File: src/rtl/lp_buf.sv
// Line-printer byte buffer: 8-entry FIFO between DMA word reads and the printer.
// Optional odd-parity output is built only when LPBUF_PARITY_EN is defined.
module lp_buf (
   input  logic        clk,
   input  logic        rst,
   input  logic [35:0] lpDATAI,
   input  logic        lpLOAD,
   input  logic [1:0]  lpBYTESEL,
   input  logic        lpCLR,
   output logic        lpREADY,
   output logic        lpEMPTY,
   output logic        lpOVFL,
   output logic [7:0]  prDATA,
   output logic        prVALID,
   input  logic        prACK,
   output logic        prPAR
);

   localparam int unsigned DEPTH = 8;

   logic [2:0] wr_ptr_q, wr_ptr_d;
   logic [2:0] rd_ptr_q, rd_ptr_d;
   logic [3:0] count_q, count_d;
   logic       ovfl_q, ovfl_d;
   logic [7:0] mem_q [DEPTH];
   logic [7:0] mem_d [DEPTH];

   logic [7:0] byte_sel;
   logic       full;
   logic       pop;
   logic       push;
   logic       drop;
   logic       unused_bits;

   // Only four byte lanes of the 36-bit word carry characters.
   always_comb begin
      byte_sel = 8'h00;
      case (lpBYTESEL)
         2'd0:    byte_sel = lpDATAI[25:18];
         2'd1:    byte_sel = lpDATAI[33:26];
         2'd2:    byte_sel = lpDATAI[7:0];
         default: byte_sel = lpDATAI[15:8];
      endcase
   end

   assign unused_bits = ^{lpDATAI[35:34], lpDATAI[17:16]};

   assign full = (count_q == 4'd8);
   assign pop  = prVALID & prACK;
   // A pop in the same cycle frees the slot, so a full buffer still accepts.
   assign push = lpLOAD & (~full | pop);
   assign drop = lpLOAD & full & ~pop;

   always_comb begin
      wr_ptr_d = wr_ptr_q;
      rd_ptr_d = rd_ptr_q;
      count_d  = count_q;
      ovfl_d   = ovfl_q;
      if (lpCLR) begin
         wr_ptr_d = 3'd0;
         rd_ptr_d = 3'd0;
         count_d  = 4'd0;
         ovfl_d   = 1'b0;
      end else begin
         if (push) wr_ptr_d = wr_ptr_q + 3'd1;
         if (pop)  rd_ptr_d = rd_ptr_q + 3'd1;
         case ({push, pop})
            2'b10:   count_d = count_q + 4'd1;
            2'b01:   count_d = count_q - 4'd1;
            default: count_d = count_q;
         endcase
         if (drop) ovfl_d = 1'b1;
      end
   end

   always_comb begin
      mem_d = mem_q;
      if (push && !lpCLR) mem_d[wr_ptr_q] = byte_sel;
   end

   always_ff @(posedge clk or posedge rst) begin
      if (rst) begin
         wr_ptr_q <= 3'd0;
         rd_ptr_q <= 3'd0;
         count_q  <= 4'd0;
         ovfl_q   <= 1'b0;
      end else begin
         wr_ptr_q <= wr_ptr_d;
         rd_ptr_q <= rd_ptr_d;
         count_q  <= count_d;
         ovfl_q   <= ovfl_d;
      end
   end

   // Storage carries no reset; stale entries are unreachable once count is 0.
   always_ff @(posedge clk) begin
      mem_q <= mem_d;
   end

   assign lpREADY = (count_q < 4'd8);
   assign lpEMPTY = (count_q == 4'd0);
   assign prVALID = (count_q != 4'd0);
   assign prDATA  = mem_q[rd_ptr_q];
   assign lpOVFL  = ovfl_q;

`ifdef LPBUF_PARITY_EN
   assign prPAR = prVALID & ~^prDATA;
`else
   assign prPAR = 1'b0;
`endif

endmodule

File: config.mk
export PLATFORM = sky130hd
export DESIGN_NAME = lp_buf
export DESIGN_NICKNAME = d
export VERILOG_FILES = /design/src/rtl/lp_buf.sv
export SDC_FILE = /design/constraint.sdc
export NUM_CORES = 1
export LEC_CHECK = 0
export ABC_AREA = 1
export ABC_CLOCK_PERIOD_IN_PS = 1800
export CORE_AREA = 2 2 98 81
export CTS_BUF_LIST = sky130_fd_sc_hd__clkbuf_4 sky130_fd_sc_hd__clkbuf_8 sky130_fd_sc_hd__clkbuf_16
export CTS_CLUSTER_DIAMETER = 60
export DETAILED_ROUTE_END_ITERATION = 16
export DIE_AREA = 0 0 100 83
export GPL_TIMING_DRIVEN = 0
export MAX_ROUTING_LAYER = met4
export PLACE_DENSITY_LB_ADDON = 0.25
export SYNTH_ARGS = -nofsm -noshare
export SYNTH_HDL_FRONTEND = slang
export SYNTH_SLANG_ARGS = --single-unit
export TNS_END_PERCENT = 50
File: constraint.sdc
create_clock -name clk -period 1.8 [get_ports clk]
set_clock_uncertainty 0.2 [all_clocks]
set_input_delay 0.27 -clock clk [delete_from_list [all_inputs] [get_ports clk]]
set_output_delay 0.27 -clock clk [all_outputs]
set_load 0.02 [all_outputs]
## After elaboration in Yosys (flattened, before gate mapping)

Cells that the tools add are included.

| word-level totals | value |
|---|---|
| register bits after elaboration | 75 |
| bits in latches | 0 |
| bits in writable memories | 0 |
| bits in read-only memories | 0 |
| input bits | 43 |
| output and inout bits | 13 |
| memories kept | 0 |

| cells by class | value |
|---|---|
| add/subtract/negate cells | 4 |
| multipliers | 0 |
| div/mod/pow operators | 0 |
| $lt $le $gt $ge | 4 |
| equality and inequality tests | 5 |
| shift-type cells | 0 |
| mux-type cells | 15 |
| bitwise operators | 9 |
| reductions and logical operators | 10 |

Operator list:

| kind | count |
|---|---|
| $bwmux 64 | 1 |
| $bmux 8 s3 | 1 |
| $demux 8 s3 | 1 |
| $mux 8 | 3 |
| $pmux 8 s3 | 1 |
| $mux 3 | 4 |
| $ge 4x4->1 const B | 2 |
| $not 3->4 | 2 |
| $pmux 4 s2 | 1 |
| $add 3x1->3 const B | 2 |
| $reduce_bool 2->1 | 3 |
| $add 4x1->4 const B | 1 |
| $and 1x1->1 | 4 |
| $eq 2x1->1 const B | 2 |
| $eq 2x2->1 const B | 2 |
| $eq 4x4->1 const B | 1 |
| $logic_not 4->1 | 1 |
| $lt 4x1->1 const B | 1 |
| $lt 4x4->1 const B | 1 |
| $mux 4 | 1 |
| $reduce_bool 4->1 | 1 |
| $sub 4x1->4 const B | 1 |
| $reduce_bool 3->1 | 1 |
| $logic_and 1x1->1 | 2 |
| 5 further kinds | 7 |

## Longest topological paths before layout

Gate-level depths: netlist (run 1).

| depth | value |
|---|---|
| depth in word-level cells | 7 |
| mapped depth | 12 |

## Worst setup path after synthesis (run 1)

No wires, ideal clock.

| timing | value |
|---|---|
| path kind | reg-to-reg |
| start | register count_q[0] |
| end | register count_q[3] |
| setup time | 117 ps |
| data arrival time | 1569 ps |
| slack | -86 ps |
| cell stages (with the launch flop) | 12 |
| clock period less this slack | 1886 ps |
| path through | dfrtp_1 -> nor2_2 -> nand2_2 -> nand3_1 -> inv_1 -> ha_1 -> inv_1 -> nor2_1 -> nor2_1 -> nand3_1 -> nand3_1 -> nand2_1 |

| between the ends | value |
|---|---|
| word-level cells in the longest chain between the ends | 7 |
| elaborated cells between the ends (all ways) | 13 |
| classes of those cells | add/sub: 2; eq/ne: 3; mux: 2; bitwise: 4; reduce/logical: 2 |

Ends and longest elaborated chain:

| item | line | source |
|---|---|---|
| start, declared | 23 | `logic [3:0] count_q, count_d;` |
| start signal, assigned | 90 | `count_q <= count_d;` |
| $reduce_bool 4->1 (*) | 102 | `assign prVALID = (count_q != 4'd0);` |
| net prVALID | 14 | `output logic prVALID,` |
| $and 1x1->1 (*) | 49 | `assign pop = prVALID & prACK;` |
| $or 1x1->1 | 51 | `assign push = lpLOAD & (~full \| pop);` |
| $and 1x1->1 | 51 |  |
| $eq 2x1->1 or $eq 2x2->1 (tied branches) | 67 | `case ({push, pop})` |
| $pmux 4 s2 | 67 |  |
| $mux 4 | 59 | `if (lpCLR) begin` |

The timed path passes the listed nets; every way through them passes the cells marked *.
A chain may end at the register's enable or synchronous reset.

## Final worst setup path (run 1)

| timing | value |
|---|---|
| start | register rd_ptr_q[0] |
| end | output port prDATA[2] |

| between the ends | value |
|---|---|
| word-level cells in the longest chain between the ends | 4 |

Ends and longest elaborated chain:

| item | line | source |
|---|---|---|
| start, declared | 22 | `logic [2:0] rd_ptr_q, rd_ptr_d;` |
| start signal, assigned | 89 | `rd_ptr_q <= rd_ptr_d;` |
| $not 3->4 (implied by the code) | 103 | `assign prDATA = mem_q[rd_ptr_q];` |
| $bmux 8 s3 | 103 |  |
| $mux 8 (implied by the code) (2 in a row) | 103 |  |
| end, declared | 13 | `output logic [7:0] prDATA,` |

No other way between the ends. The select of a mux whose other input is x is not followed.

==> results of run 1 <==
-- final cells by class --
type | count | area, sq um | share of cell area
plain buffers | 11 | 117.6 | 0.02428
clock buffers | 9 | 123.9 | 0.02557
clock inverters | 7 | 68.82 | 0.01420
inverters | 26 | 105.1 | 0.02169
multi-input cells | 220 | 1339 | 0.2763
flip-flops and latches | 75 | 2203 | 0.4548
well taps | 90 | 112.6 | 0.02324
repair buffers | 73 | 774.5 | 0.1599
-- cells in the mapped netlist (all sizes together) --
master / instances / area share
inv: 25 / 0.028
edfxtp: 64 / 0.56
o21ai: 23 / 0.034
ha: 4 / 0.015
dfrtp: 11 / 0.081
conb: 1 / 0.0011
buf: 8 / 0.014
a21oi: 5 / 0.0073
clkbuf: 4 / 0.0048
clkinv: 1 / 0.0011
o32ai: 16 / 0.041
o22ai: 1 / 0.0018
xor2: 1 / 0.0026
nand2: 84 / 0.096
nor2: 66 / 0.074
nand3: 9 / 0.015
nand4: 10 / 0.020
-- power by group through the flow --
stage / clock, uW / sequential [uW] / combinational [uW]
6_report: 1260 / 2120 / 2570
4_1_cts: 1260 / 2110 / 2130
3_5_place_dp: 0 / 2120 / 1770
5_1_grt: 1350 / 2130 / 2760
2_1_floorplan: 0 / 2100 / 1130
3_3_place_gp: 0 / 2120 / 1750
-- state kept, by name, summed over array words and instances, names as in the netlist --
signal	cells
wr_ptr_q	3
count_q	4
rd_ptr_q	3
mem_q	64
lpOVFL	1
-- cells by family after synthesis --
logic type,Yosys count
AOI/OAI and AO/OA,45
and+or+nand+nor,169
buffers and inverters,38
other,1
adders and majority gates,4
DFF,75
xor gates and xnor gates,1
-- worst max-delay path, stage by stage, from the launching register on --
cell and delay [ps]:
dfrtp_2 470, clkinv_4 140, buf_4 130, nor2_1 40, o32ai_2 270, nand2_1 110
nand2_1 100, buf_6 120
-- per-stage QoR --
stage | setup TNS, ps | total power (uW)
after floorplan | 0 | 3225
after global placement | -66320 | 3868
after detailed placement | -71760 | 3895
after CTS | -3011 | 5498
after global routing | -5394 | 6242
final | -2981 | 5948
-- repair_timing --
action / 4_1_cts / 5_1_grt
hold buffers: 0 / 0
endpoints found under the setup margin: 77 / 141
gates resized for setup: 115 / 52
hold endpoints to repair: 0 / 0
buffers inserted: 8 / 13
gates cloned: 1 / 1
pin swaps: 21 / 21
-- cells in the final DEF, fill, tap and decap left out, types with 3 or more instances in the layout --
cell type	instances
nand2_1	73
edfxtp_1	64
nor2_1	40
clkdlybuf4s50_1	36
inv_1	18
nor2_2	15
buf_4	15
o21ai_0	13
buf_6	13
o32ai_2	12
nor2_4	11
clkbuf_8	10
o21ai_1	10
nand4_1	9
nand2_2	8
dfrtp_1	6
a21oi_1	5
inv_2	5
nand3_1	5
buf_12	5
dfrtp_2	5
o32ai_1	4
clkbuf_4	3
nand3_2	3
clkinv_4	3
-- how the worst min path moves through the flow --
stage                       from           to  slack (ps)  depth (start not counted)
after floorplan              rst   count_q[0]         -80                          1
after global placement    lpOVFL       lpOVFL         290                          2
after detailed placement  lpOVFL       lpOVFL         320                          2
after CTS                    rst   count_q[1]          20                          2
after global routing         rst   count_q[1]          50                          2
final                        rst  wr_ptr_q[1]          10                          2
-- metal layers --
layer / part of all wire / vias up / wire [um] / GRT usage
li1: - / 1320 / - / -
met1: 0.41 / 1299 / 3531 / 0.2762
met2: 0.52 / 97 / 4417 / 0.3354
met3: 0.054 / 11 / 460 / 0.03367
met4: 0.013 / 0 / 109 / 0.07472
met5: 0 / - / 0 / -
==> metrics, run 1 <==
status finished, violations left; failing checks negative setup slack; startpoint types flop; endpoints failing setup 9; Post-DP HPWL 5202 um; register area share after synthesis 0.6451; WL/cell 16.67 um; placed cell count 473; via count 2727; Max clock buf depth 2; syn avg cell area 10.23 sq um; Die ar. 8300 sq um; worst-path maximum fanout 6; antenna violations before repair 0; switch share 0.3528; Pwr Density 1228 nW/um^2; Hold Crit Class input pin to asynchronous set/reset pin; crit path capture type output pin; Placer Congestion 0.8203; Final Core Density 0.6648; Synth Area in XOR/XNOR 0.002572; clk sink count 75; mux contribution to synthesized area 0; Mapped Cells 333; Worst Path Required 1330 ps; maximum vdd drop 0.0005798 V; ratio of cells with drive above 1 in the final layout 0.3040; placed inst area 4034 sq um; crit path launch rd_ptr_q[0]; RSZ-0062 raised after global routing yes; worst setup margin -387.6 ps; final wirelength 8518 um; Netlist Area Pre-Place 3406 sq um; reg2reg start count_q[0]; Area Growth Syn to Fin 42.25%; Synth Area in Compound Gates 0.08413; Clock power frac 0.212; diodes inserted 0; Fmax 457.1 MHz; combinational fraction of design power 0.432; Synth Area in Adders 0.01470; Die W 100 um; crit path to prDATA[2]; Core Area 7287 sq um; Lkg Pwr 0.001887 uW; ANT nets after route 0; nets@finish 463; Synth Area in Simple Gates 0.2046; first-pass GRT wire length 12900 um; synthesized flop and latch total 75; Root Buffer clkbuf_8; Internal 3849 uW; crit path time final 2188 ps; fillers 526; Top Ports 56; later-pin clock latency in the skew report 340 ps; Slew Limit Fails 0; via/cell ratio 5.337; final cell count without fillers 511; final instance area 4845 sq um; Worst R2R End count_q[3]; Synth cell types 26; Synth Warn # 0; vias in the first global route 2624; total grt overflow 0; Fin. Hold Viols 0; critical path class flop to output pin; WP data arrival 1720 ps; flop-to-flop setup slack -70 ps; drt initial violations 162; Clock H-tree levels 3; num rows 28; DRT Pass-1 Iters 4; port buffer count 50; largest net degree at the start of global routing 14; worst-case reg-to-reg path depth 12; sequential share of power 0.356; maxcap violations 0; Residual DRC 0; Worst-path clk slew 70 ps; Total GRT Usage 0.2107; largest family of logic cells by synthesized area simple AND/OR/NAND/NOR gates; Die Ht 83 um; TritonCTS clock tree done; Initial Util 0.4674; Synth Net Count 380; pre-CTS setup slack -813.4 ps; fin crit share 1.215; Switch Pwr 2098 uW; worst hold slack 9.880 ps; Num CTS Buffers 9
Note: power is estimated with default switching activity, not from simulation.
==> run 2: changes to the inputs <==
--- a/config.mk
+++ b/config.mk
@@ -7,12 +7,12 @@
 export LEC_CHECK = 0
 export ABC_AREA = 1
 export ABC_CLOCK_PERIOD_IN_PS = 1800
-export CORE_AREA = 2 2 98 81
+export CORE_AREA = 5 5 101 84
 export CTS_BUF_LIST = sky130_fd_sc_hd__clkbuf_4 sky130_fd_sc_hd__clkbuf_8 sky130_fd_sc_hd__clkbuf_16
 export CTS_CLUSTER_DIAMETER = 60
 export DETAILED_ROUTE_END_ITERATION = 16
-export DIE_AREA = 0 0 100 83
-export GPL_TIMING_DRIVEN = 0
+export DIE_AREA = 0 0 106 89
+export GPL_TIMING_DRIVEN = 1
 export MAX_ROUTING_LAYER = met4
 export PLACE_DENSITY_LB_ADDON = 0.25
 export SYNTH_ARGS = -nofsm -noshare
==> run 2 against run 1 <==
  * The run still ends with negative setup slack left
  * Routed wire length fell by 7.6%
  * Worst setup slack improved by 59 ps
  * First-iteration DRC count rose by 23%
  * Via count rose by 0.95%
  * Die area rose by 14%
  * Clock-buffer cell count did not move
  * Fmax rose by 2.8%
  * Total power rose by 3.3%
  * Largest cell class unchanged
  * Highest routed layer unchanged
==> metrics, run 2 (same netlist as run 1, synthesis figures left out) <==
Residual DRC 0; status finished, violations left; worst setup margin -328.2 ps; antenna violations before repair 0; crit path capture type output pin; Clock H-tree levels 3; Hold Crit Class input pin to asynchronous set/reset pin; Top Ports 56; Worst R2R End count_q[3]; Initial Util 0.4674; maximum vdd drop 0.0005120 V; Fmax 469.9 MHz; drt initial violations 200; Num CTS Buffers 9; failing checks negative setup slack; Worst Path Required 1330 ps; endpoints failing setup 8; Lkg Pwr 0.001999 uW; Largest register FFs 64; leading registers by flop count mem_q: 64 flops, count_q: 4 flops; fillers 542; Placer Congestion 0.8311; Total GRT Usage 0.1807; num rows 28; largest net degree at the start of global routing 35; fin crit share 1.182; ANT nets after route 0; diodes inserted 0; footprint of the multi-input gates 1257 sq um; flop-to-flop setup slack 50 ps; via count 2753; final wirelength 7874 um; WP data arrival 1660 ps; later-pin clock latency in the skew report 340 ps; RSZ-0062 raised after global routing yes; Biggest register mem_q; port buffer count 50; ratio of cells with drive above 1 in the final layout 0.3018; Core Area 7287 sq um; Root Buffer clkbuf_8; worst-path maximum fanout 5; reg2reg start count_q[1]; first-pass GRT wire length 12820 um; crit path to prDATA[0]; Die Ht 89 um; Die W 106 um; crit path launch rd_ptr_q[0]; most common cell after layout, fill and taps aside nand2_1; crit path time final 2128 ps; total grt overflow 0; DRT Pass-1 Iters 5; Pwr Density 1248 nW/um^2; Worst-path clk slew 70 ps; worst-case reg-to-reg path depth 11; clk sink count 75; Area Growth Syn to Fin 44.64%; Max clock buf depth 2; via/cell ratio 5.155; startpoint types flop; critical path class flop to output pin; Slew Limit Fails 0; Pwr Total 6146 uW; nets@finish 486; sequential cell area 2198 sq um; maxcap violations 0; WL/cell 14.75 um; Die ar. 9434 sq um; Post-DP HPWL 5555 um; Final Core Density 0.6760; Fin. Hold Viols 0; vias in the first global route 2746; most frequent cells in the layout nand2_1, edfxtp_1, nor2_1; pre-CTS setup slack -486.2 ps; TritonCTS clock tree done
## run 2: cell types whose count changed in the layout (fill, tap and decap cells not counted), moves of 6 or more
cell    change
nor2_2      -6
buf_4      +25
buf_6       +9
nor2_4      -9
nor2_1     +15
## run 2: worst min path at each step
| stage | from | cells after the start | end |
|---|---|---|---|
| final | rst | 2 | count_q[1] |
| after global routing | rst | 2 | count_q[0] |
| after CTS | rst | 2 | count_q[0] |
| after detailed placement | lpOVFL | 2 | lpOVFL |
| after global placement | lpOVFL | 2 | lpOVFL |
| after floorplan | rst | 1 | count_q[0] |
## run 2: layout make-up
class                           count  area share
Multi-Input combinational cell    220      0.2553
Clock buffer                        9     0.02515
Sequential cell                    75      0.4463
Tap cell                           90     0.02286
Timing Repair Buffer              107      0.2068
Inverter                           26     0.02032
Clock inverter                      7     0.02337
## run 2: repair_timing
item                                    4_1_cts  5_1_grt
pin swaps                                     9       28
resized for setup                            65       68
hold buffers                                  0        0
buffers inserted                              7        1
cloned                                        1        1
endpoints found under the setup margin       13       70
## run 2: stage by stage
step	hold WS (ps)	area, sq um	setup TNS [ps]	instances
after floorplan	-77.56	3421	0	333
final	14.47	4926	-2352	534
after global placement	296.2	4334	-27810	508
after global routing	53.93	4926	-3175	534
after CTS	16.82	4695	-2585	532
after detailed placement	310.6	4334	-31290	508
## run 2: worst max-delay path, cell delays in order (launching register included)
cell,delay [ps]
dfrtp_2,430
buf_6,150
buf_8,130
buf_4,130
o21ai_2,120
o32ai_2,80
nand2_1,90
nand2_2,60
buf_6,120
## run 2: routing by layer
layer,vias to the layer above,track usage,routed length (um)
met4,0,0.05529,139
met1,1284,0.2325,3608
met5,-,-,0
met2,101,0.2870,3631
li1,1356,-,-
met3,12,0.04549,495
## run 2: power by group
part	switching (uW)	internal, uW	leakage, uW	total (uW)
Combinational	1310	1250	0.00115	2570
Sequential	61.3	2000	0.000729	2060
Clock	603	918	0.000117	1520
